--- src/rtl/ca_vram_if.sv ---
// ca_vram_if: control inputs and VRAM write port of the cellular-automaton writer.
interface ca_vram_if #(parameter int ADDR_W = 20);
    logic [7:0]        rule;
    logic              seed_sel;
    logic              step;
    logic              restart;
    logic [ADDR_W-1:0] write_addr;
    logic              wdata;
    logic              write_en;
    logic              busy;
    logic [6:0]        row;
    logic [15:0]       generation;
    modport master (
        input  rule, seed_sel, step, restart,
        output write_addr, wdata, write_en, busy, row, generation
    );
    modport slave (
        output rule, seed_sel, step, restart,
        input  write_addr, wdata, write_en, busy, row, generation
    );
endinterface

--- src/rtl/ca_vram_writer.sv ---
// ca_vram_writer: elementary cellular automaton that streams each new generation into a scrolling 1-bit VRAM.
module ca_vram_writer #(
    parameter int WIDTH     = 160,
    parameter int HEIGHT    = 120,
    parameter int ADDR_W    = 20,
    parameter int EDGE_WRAP = 0
) (
    input  logic       clk,
    input  logic       reset,
    ca_vram_if.master  bus
);
    localparam int CW = $clog2(WIDTH * HEIGHT + 1);
    typedef enum logic [2:0] {CLEAR, SEED, IDLE, COMPUTE, WRITE} state_t;
    state_t            state, nstate;
    logic [CW-1:0]     cnt;
    logic [WIDTH-1:0]  cur, sh, nxt;
    logic [WIDTH+1:0]  ext;
    logic [ADDR_W-1:0] base;
    logic [15:0]       lfsr;
    logic              seed_bit, last_clear, last_col, row_done;
    logic [6:0]        nrow;
    always_ff @(posedge clk)
        if (reset) state <= CLEAR;
        else state <= nstate;
    always_comb begin
        nstate = state;
        case (state)
            CLEAR:   nstate = last_clear ? SEED : CLEAR;
            SEED:    nstate = last_col ? IDLE : SEED;
            IDLE:    nstate = bus.restart ? CLEAR : bus.step ? COMPUTE : IDLE;
            COMPUTE: nstate = WRITE;
            WRITE:   nstate = row_done ? IDLE : WRITE;
            default: nstate = CLEAR;
        endcase
    end
    always_comb begin
        bus.busy   = state != IDLE;
        last_clear = cnt == CW'(WIDTH * HEIGHT - 1);
        last_col   = cnt == CW'(WIDTH - 1);
        row_done   = cnt == CW'(WIDTH);
        seed_bit   = bus.seed_sel ? lfsr[0] : cnt == CW'(WIDTH / 2);
        nrow       = (bus.row == 7'(HEIGHT - 1)) ? 7'd0 : bus.row + 7'd1;
        // ext[i+1] is cell i; the two guard cells carry the wrapped or zero neighbours
        ext        = {(EDGE_WRAP != 0) & cur[0], cur, (EDGE_WRAP != 0) & cur[WIDTH-1]};
    end
    for (genvar i = 0; i < WIDTH; i++) begin : g_rule
        assign nxt[i] = bus.rule[{ext[i], ext[i+1], ext[i+2]}];
    end
    always_ff @(posedge clk) begin
        if (reset) begin
            cnt            <= '0;
            bus.write_en   <= 1'b0;
            bus.wdata      <= 1'b0;
            bus.write_addr <= '0;
            bus.row        <= '0;
            bus.generation <= '0;
            lfsr           <= 16'hACE1;
            cur            <= '0;
            sh             <= '0;
            base           <= '0;
        end else begin
            case (state)
                CLEAR: begin
                    bus.write_en   <= 1'b1;
                    bus.wdata      <= 1'b0;
                    bus.write_addr <= ADDR_W'(cnt);
                    cnt            <= last_clear ? '0 : cnt + 1'b1;
                end
                SEED: begin
                    bus.write_en   <= 1'b1;
                    bus.wdata      <= seed_bit;
                    bus.write_addr <= ADDR_W'(cnt);
                    cur            <= {seed_bit, cur[WIDTH-1:1]};
                    lfsr           <= {1'b0, lfsr[15:1]} ^ (lfsr[0] ? 16'hB400 : 16'h0000);
                    cnt            <= last_col ? '0 : cnt + 1'b1;
                    bus.row        <= '0;
                    bus.generation <= '0;
                    base           <= '0;
                end
                IDLE: begin
                    bus.write_en <= 1'b0;
                    cnt          <= '0;
                end
                COMPUTE: begin
                    bus.write_en   <= 1'b1;
                    bus.wdata      <= nxt[0];
                    bus.write_addr <= (nrow == 7'd0) ? '0 : base + ADDR_W'(WIDTH);
                    base           <= (nrow == 7'd0) ? '0 : base + ADDR_W'(WIDTH);
                    bus.row        <= nrow;
                    cur            <= nxt;
                    sh             <= nxt >> 1;
                    cnt            <= CW'(1);
                end
                WRITE: begin
                    // the extra cycle after the last column keeps busy high until write_en drops
                    if (row_done) begin
                        bus.write_en   <= 1'b0;
                        bus.generation <= bus.generation + 1'b1;
                    end else begin
                        bus.write_en   <= 1'b1;
                        bus.wdata      <= sh[0];
                        bus.write_addr <= base + ADDR_W'(cnt);
                        sh             <= sh >> 1;
                        cnt            <= cnt + 1'b1;
                    end
                end
                default: bus.write_en <= 1'b0;
            endcase
        end
    end
endmodule

--- src/flat_wrapper.sv ---
// flat-port wrapper written by rule: the top's interface ports become plain ports
module ca_vram_writer_flat 
#(
    parameter int WIDTH     = 160,
    parameter int HEIGHT    = 120,
    parameter int ADDR_W    = 20,
    parameter int EDGE_WRAP = 0
)
  (clk, reset, bus_rule, bus_seed_sel, bus_step, bus_restart, bus_write_addr, bus_wdata, bus_write_en, bus_busy, bus_row, bus_generation);
  ca_vram_if #(.ADDR_W(ADDR_W)) bus_i ();
  input  logic clk;
  input  logic reset;
  input wire logic [$bits(bus_i.rule)-1:0] bus_rule;
  input wire logic [$bits(bus_i.seed_sel)-1:0] bus_seed_sel;
  input wire logic [$bits(bus_i.step)-1:0] bus_step;
  input wire logic [$bits(bus_i.restart)-1:0] bus_restart;
  output wire logic [$bits(bus_i.write_addr)-1:0] bus_write_addr;
  output wire logic [$bits(bus_i.wdata)-1:0] bus_wdata;
  output wire logic [$bits(bus_i.write_en)-1:0] bus_write_en;
  output wire logic [$bits(bus_i.busy)-1:0] bus_busy;
  output wire logic [$bits(bus_i.row)-1:0] bus_row;
  output wire logic [$bits(bus_i.generation)-1:0] bus_generation;
  assign bus_i.rule = bus_rule;
  assign bus_i.seed_sel = bus_seed_sel;
  assign bus_i.step = bus_step;
  assign bus_i.restart = bus_restart;
  assign bus_write_addr = bus_i.write_addr;
  assign bus_wdata = bus_i.wdata;
  assign bus_write_en = bus_i.write_en;
  assign bus_busy = bus_i.busy;
  assign bus_row = bus_i.row;
  assign bus_generation = bus_i.generation;
  ca_vram_writer #(.WIDTH(WIDTH), .HEIGHT(HEIGHT), .ADDR_W(ADDR_W), .EDGE_WRAP(EDGE_WRAP)) u_core (.clk(clk), .reset(reset), .bus(bus_i));
endmodule
--- config.mk ---
export PLATFORM = sky130hd
export DESIGN_NAME = ca_vram_writer_flat
export DESIGN_NICKNAME = d
export VERILOG_FILES = /design/src/rtl/ca_vram_if.sv /design/src/rtl/ca_vram_writer.sv /design/src/flat_wrapper.sv
export SDC_FILE = /design/constraint.sdc
export NUM_CORES = 1
export LEC_CHECK = 0
export BUFFER_PORTS_ARGS = -buffer_cell sky130_fd_sc_hd__buf_2
export CAP_MARGIN = 10
export CORE_UTILIZATION = 55
export CTS_BUF_LIST = sky130_fd_sc_hd__clkbuf_4
export DETAILED_ROUTE_END_ITERATION = 12
export HOLD_SLACK_MARGIN = 0.06
export PLACE_DENSITY = 0.79
export REMOVE_ABC_BUFFERS = 1
export SLEW_MARGIN = 20
export SYNTH_ARGS = -nofsm -noshare
export SYNTH_HDL_FRONTEND = slang
export SYNTH_SLANG_ARGS = --single-unit
export TNS_END_PERCENT = 100
--- constraint.sdc ---
create_clock -name clk -period 2.4 [get_ports clk]
set_input_delay 0.24 -clock clk [delete_from_list [all_inputs] [get_ports clk]]
set_output_delay 0.24 -clock clk [all_outputs]
set_load 0.005 [all_outputs]
* After elaboration in Yosys (flattened, before gate mapping)
Index checks and enable logic that the tools add are counted.
Storage, ports and cells: output and inout bits 46, logic and storage cells 551, input port bits 13, flip-flop bits (word level) 419
Operators by class: multiplexer cells 347, reduce and logical (&&, ||, !) cells 15, add/sub/neg operators 5, bitwise operators 1, magnitude comparators 160, equal/unequal tests 12
Operators with widths (count):
- $pmux W160 S2 | 2
- $lt A3 B4 Y1 const B | 159
- $bmux W1 S3 | 158
- $mux W1 | 165
- $mux W160 | 1
- $pmux W15 S5 | 1
- $pmux W20 S3 | 1
- $mux W15 | 3
- $mux W20 | 2
- $pmux W20 S2 | 1
- $mux W16 | 2
- $pmux W16 S2 | 1
- $eq A15 B8 Y1 const B | 2
- $add A20 B15 Y20 | 1
- $add A20 B8 Y20 const B | 1
- $add A16 B1 Y16 const B | 1
- $xor A15 B16 Y16 | 1
- $add A15 B1 Y15 const B | 1
- $eq A15 B15 Y1 const B | 1
- $eq A15 B7 Y1 const B | 1
- $pmux W3 S5 | 1
- $pmux W7 S2 | 1
- $reduce_and A2 Y1 | 5
- $add A7 B1 Y7 const B | 1
- other kinds (22) | 27

* Logic depth before layout (Yosys ltp)
depth in word-level cells 5, gate-level depth with buffers 10, depth with buffers taken out 9

* Worst setup path after synthesis
Ideal clock, no wire load.
kind reg-to-reg, start reg u_core.cnt[0], end reg u_core.bus.write_addr[18], stages on the path, launching flop included 10, path buffers 0, required time 2330 ps, library setup time 70 ps, data arrival time 2141 ps, clock period less this slack 2211 ps, slack 189 ps, path through dfxtp_1 ha_1 fa_1 a21oi_1 nand4b_1 a31o_2 o31ai_1 nor4b_1 o22ai_1 a21oi_1
Between the ends: word-level cells in the longest chain between the ends 3, elaborated cells on any way between the ends 6, those cells by class add/sub (1); eq/ne (2); mux (2); reduce/logical (1)
RTL lines:
- start: declaration | RTL line ca_vram_writer.sv:15 | logic [CW-1:0] cnt;
- start signal: assignment | RTL line ca_vram_writer.sv:67 | cnt <= last_clear ? '0 : cnt + 1'b1;
- start signal: assignment | RTL line ca_vram_writer.sv:75 | cnt <= last_col ? '0 : cnt + 1'b1;
- start signal: assignment | RTL line ca_vram_writer.sv:104 | cnt <= cnt + 1'b1;
- $add A20 B15 Y20 / $eq A15 B8 Y1 (equally long branches) | RTL line ca_vram_writer.sv:102, ca_vram_writer.sv:40
- $mux W20 / $ne A2 B2 Y1 (equally long branches)
- $pmux W20 S3 / $reduce_and A2 Y1 (equally long branches)
- end signal: assignment | RTL line ca_vram_writer.sv:66 | bus.write_addr <= ADDR_W'(cnt);
- end signal: assignment | RTL line ca_vram_writer.sv:72 | bus.write_addr <= ADDR_W'(cnt);
- end signal: assignment | RTL line ca_vram_writer.sv:102 | bus.write_addr <= base + ADDR_W'(cnt);
- end: declaration | RTL line ca_vram_if.sv:15 | output write_addr, wdata, write_en, busy, row, generation
Parallel ways exist; a longest one is shown, timed or not. The select of a mux whose other input is x is not followed. A chain may end at the register's enable or synchronous reset.

* Worst setup path after layout
start reg u_core.cnt[7], end reg u_core.bus.write_addr[17]
The elaborated chain is that of the path after synthesis.

==> summary.txt <==
Layout
  • Share of cells above drive strength 1: approximately a quarter
  • Area delta synth->final: 9.116%
  • Final core utilization: 61.08%
  • Fillers: between 4000 and 5000
  • Most frequent cells in the layout: nor2_1 (727), dfxtp_1 (412), a21oi_1 (366)
  • Most common cell after layout, fill and taps aside: nor2_1
  • Design area: 0.03153 mm²
  • Nets: 3074

Routing
  • Router iterations before antenna repair: 7
  • Detailed-route via count: 25320
  • Post-route DRC: 0
  • Routed wire length: 75320 µm
  • DRT antenna net count: 0
  • Vias/cell: 6.638
  • Routed len/inst: 19.74 µm
  • DR iter-0 viols: approximately 2700

Synth
  • Netlist Area Pre-Place: 0.02889 mm²
  • Library cells used by synthesis: between 60 and 70
  • Post-synth EDFFs: 0
  • Avg Inst Size Synth: 8.947 µm²
  • Yosys warns: 0
  • Main synth FF type: dfxtp_1
  • Register area share after synthesis: 28.96%
  • Mapped Cells: 3229
  • Async SR Flop Fraction: 0%
  • Synth Register Bits: 418

GRT
  • Largest net degree at the start of global routing: 164
  • Antenna violations before repair: 1
  • GRT Resource Usage Total: 26.94%
  • GRT overflow: 0
  • Vias in the first global route: 24370
  • First-pass GRT wire length: 121200 µm

Place
  • HPWL after DPL: about 42000 µm
  • PortBufs: 58
  • Gp weighted congestion: 0.8658
  • Placed instance area: between 0.02 and 0.03 mm²

Die
  • Site Rows: 83
  • Initial Utilization: 55.98%
  • Die area: 0.05345 mm²
  • Core area: around 0.052 mm²
  • IO Count: ~60
  • Die Ht: 231.2 µm
  • Die width: 231.2 µm

STA
  • Final hold vios: 0
  • Rel. slew slack: 47.89%
  • Final Setup Violations: 0
  • Worst slew pin tran: 0.7816 ns
  • Fmax: between 400 and 500 MHz
  • Fin crit share: roughly 96%
  • Slew Limit Fails: 0
  • Post-Route Setup TNS: 0 ns
  • Minimum clock period after layout: between 2 and 2.5 ns
  • Clock Skew: 0.1017 ns

Critical path
  • CP Class: reg -> reg
  • Buf+Inv Stages, Crit Path: 1
  • CP max FO: 6
  • Crit path capture type: flip-flop
  • CP cell instances: ha_2 -> and4_2 -> nand2_1 -> nor4_2 -> buf_4 -> nor2_1 -> o41a_1 -> a311oi_2
  • CP Launch Type: flip-flop
  • CP max stage delay: approximately 0.46 ns
  • Crit path max-delay family: compound AO/OA/AOI/OAI gates
  • Worst Path Required: 3.18 ns
  • CP max-delay cell: o41a_1
  • WP data arrival: 3.07 ns

Status
  • Status: finished, final reports clean

Power
  • VDD IR-drop max: 0.0002779 V
  • LEAKAGE: 10.57 nW
  • Power per cell area: 474.3 mW/mm²

Clock tree
  • Htree depth: 3
  • CTS Root Cell: clkbuf_4
  • CTS tree: yes
  • Clk sinks: 418
  • Clock Pin Slew Worst Setup and Hold Paths: roughly 0.070 ns
  • CTS max path bufs: 3
  • CTS Buf Count: 115
  • Worst skew pair latency: 0.91 ns

Worst hold path
  • Worst min path class: in -> reg

Flow run
  • Total of max-cap violations: 0
report_power, final:
group          switching [mW]  total (mW)  internal, mW  leakage, nW
sequential            0.00747        6.95          6.94         3.37
combinational           0.679        1.20         0.523         6.29
clock                    3.21        6.80          3.59        0.909
worst reg2reg max path: stages (launching register included):
cell,delay [ns]
dfxtp_1,0.32
ha_2,0.37
and4_2,0.28
nand2_1,0.08
nor4_2,0.18
buf_4,0.17
nor2_1,0.10
o41a_1,0.46
a311oi_2,0.21
sequential cells by signal, indices dropped and copies added, names as in the netlist:
signal and cells:
u_core.cnt 15, u_core.cur 160, u_core.bus.write_addr 20, u_core.bus.generation 16, u_core.sh 159, u_core.bus.write_en 1
u_core.state 3, u_core.bus.wdata 1, u_core.lfsr 16, u_core.bus.row 7, u_core.base 20
layout make-up:
class / count / area (µm²) / share of cell area, %
Sequential cell: 418 / 8378 / 26.58
Clock inverter: 39 / 237.7 / 0.7541
Inverter: 8 / 30.03 / 0.09525
Multi-Input combinational cell: 2295 / 18630 / 59.10
Timing Repair Buffer: 202 / 2102 / 6.668
Antenna cell: 1 / 2.502 / 0.007938
Clock buffer: 172 / 1291 / 4.096
Tap cell: 680 / 850.8 / 2.699
Yosys cell counts (3+ instances only):
master	count	area, µm²
nor2_1	727	2729
clkbuf_1	447	1678
dfxtp_1	418	8368
a21oi_1	366	1832
a211oi_1	332	2492
mux4_2	318	7162
mux2i_1	161	1612
nand2_1	94	352.8
buf_2	34	170.2
o21ai_0	31	155.2
xnor2_1	31	271.5
ha_1	20	250.2
xor2_1	20	175.2
and3_1	16	100.1
nand3_1	16	80.08
buf_1	15	56.30
nor3_1	13	65.06
nand4_1	12	75.07
buf_4	11	82.58
nand3b_1	10	75.07
a21o_1	9	67.56
a311oi_1	9	78.83
and2_1	9	56.30
inv_1	8	30.03
a221oi_1	7	61.31
a222oi_1	5	50.05
a22oi_1	5	37.54
a31o_2	5	43.79
nand2b_1	5	31.28
nor2b_1	5	31.28
nor4_1	5	31.28
or3_1	5	31.28
a31oi_1	4	25.02
mux2_2	4	45.04
o22ai_1	4	25.02
and4_1	3	26.28
o211ai_1	3	22.52
o21a_1	3	22.52
o32ai_1	3	26.28
repair_timing:
item | 4_1_cts | 5_1_grt
endpoints found under the hold margin | 236 | 0
pin swaps | 0 | 6
resized for setup | 4 | 28
endpoints found under the setup margin | 8 | 214
gates cloned | 0 | 8
buffers inserted | 0 | 11
hold buffers | 4 | 0
worst paths after layout:
check                           slack [ns]  depth (start not counted)                        start                                endpoint
worst min-delay path                  0.23                          4                     bus_step              u_core.state[0]$_SDFF_PP0_
worst min register to register        0.42                          2  u_core.lfsr[3]$_SDFFE_PP0P_             u_core.lfsr[2]$_SDFFE_PP0P_
worst max register to register        0.10                          8   u_core.cnt[7]$_SDFFE_PP0P_  u_core.bus.write_addr[17]$_SDFFE_PP0P_
worst max-delay path                  0.10                          8   u_core.cnt[7]$_SDFFE_PP0P_  u_core.bus.write_addr[17]$_SDFFE_PP0P_
through the flow:
stage                     hold slack (ns)  setup slack, ns  instances  power (mW)
after floorplan                    0.3091           -11.28       2721       7.656
after global placement             0.4362          0.01211       3580       8.236
after detailed placement           0.4505         -0.01144       3580       8.274
after CTS                          0.1180          0.01928       3795       15.09
after global routing               0.2370         -0.02644       3815       15.56
final                              0.2261           0.1018       3815       14.95
kinds of logic (layout without fill, tap and decap cells):
family                     Yosys count  count (layout)  synth area share (%)
buffers and inverters              516             421                 6.998
AOI/OAI and AO/OA                  806             806                 17.74
xor gates and xnor gates            51              51                 1.546
muxes                              483             483                 30.52
DFF                                418             418                 28.96
and+or+nand+nor                    934             934                 13.29
adders and majority gates           21              21                0.9354
other                                0               1                     0
per-layer routing:
metal / global-route usage [%] / up-vias / part of all wire [%]
met5: 0 / - / 0
met2: 45.36 / 1273 / 49
met1: 34.73 / 12330 / 40
li1: - / 11510 / -
met4: 11.01 / 0 / 3.0
met3: 3.937 / 208 / 8.1
(Power assumes the default switching activity.)
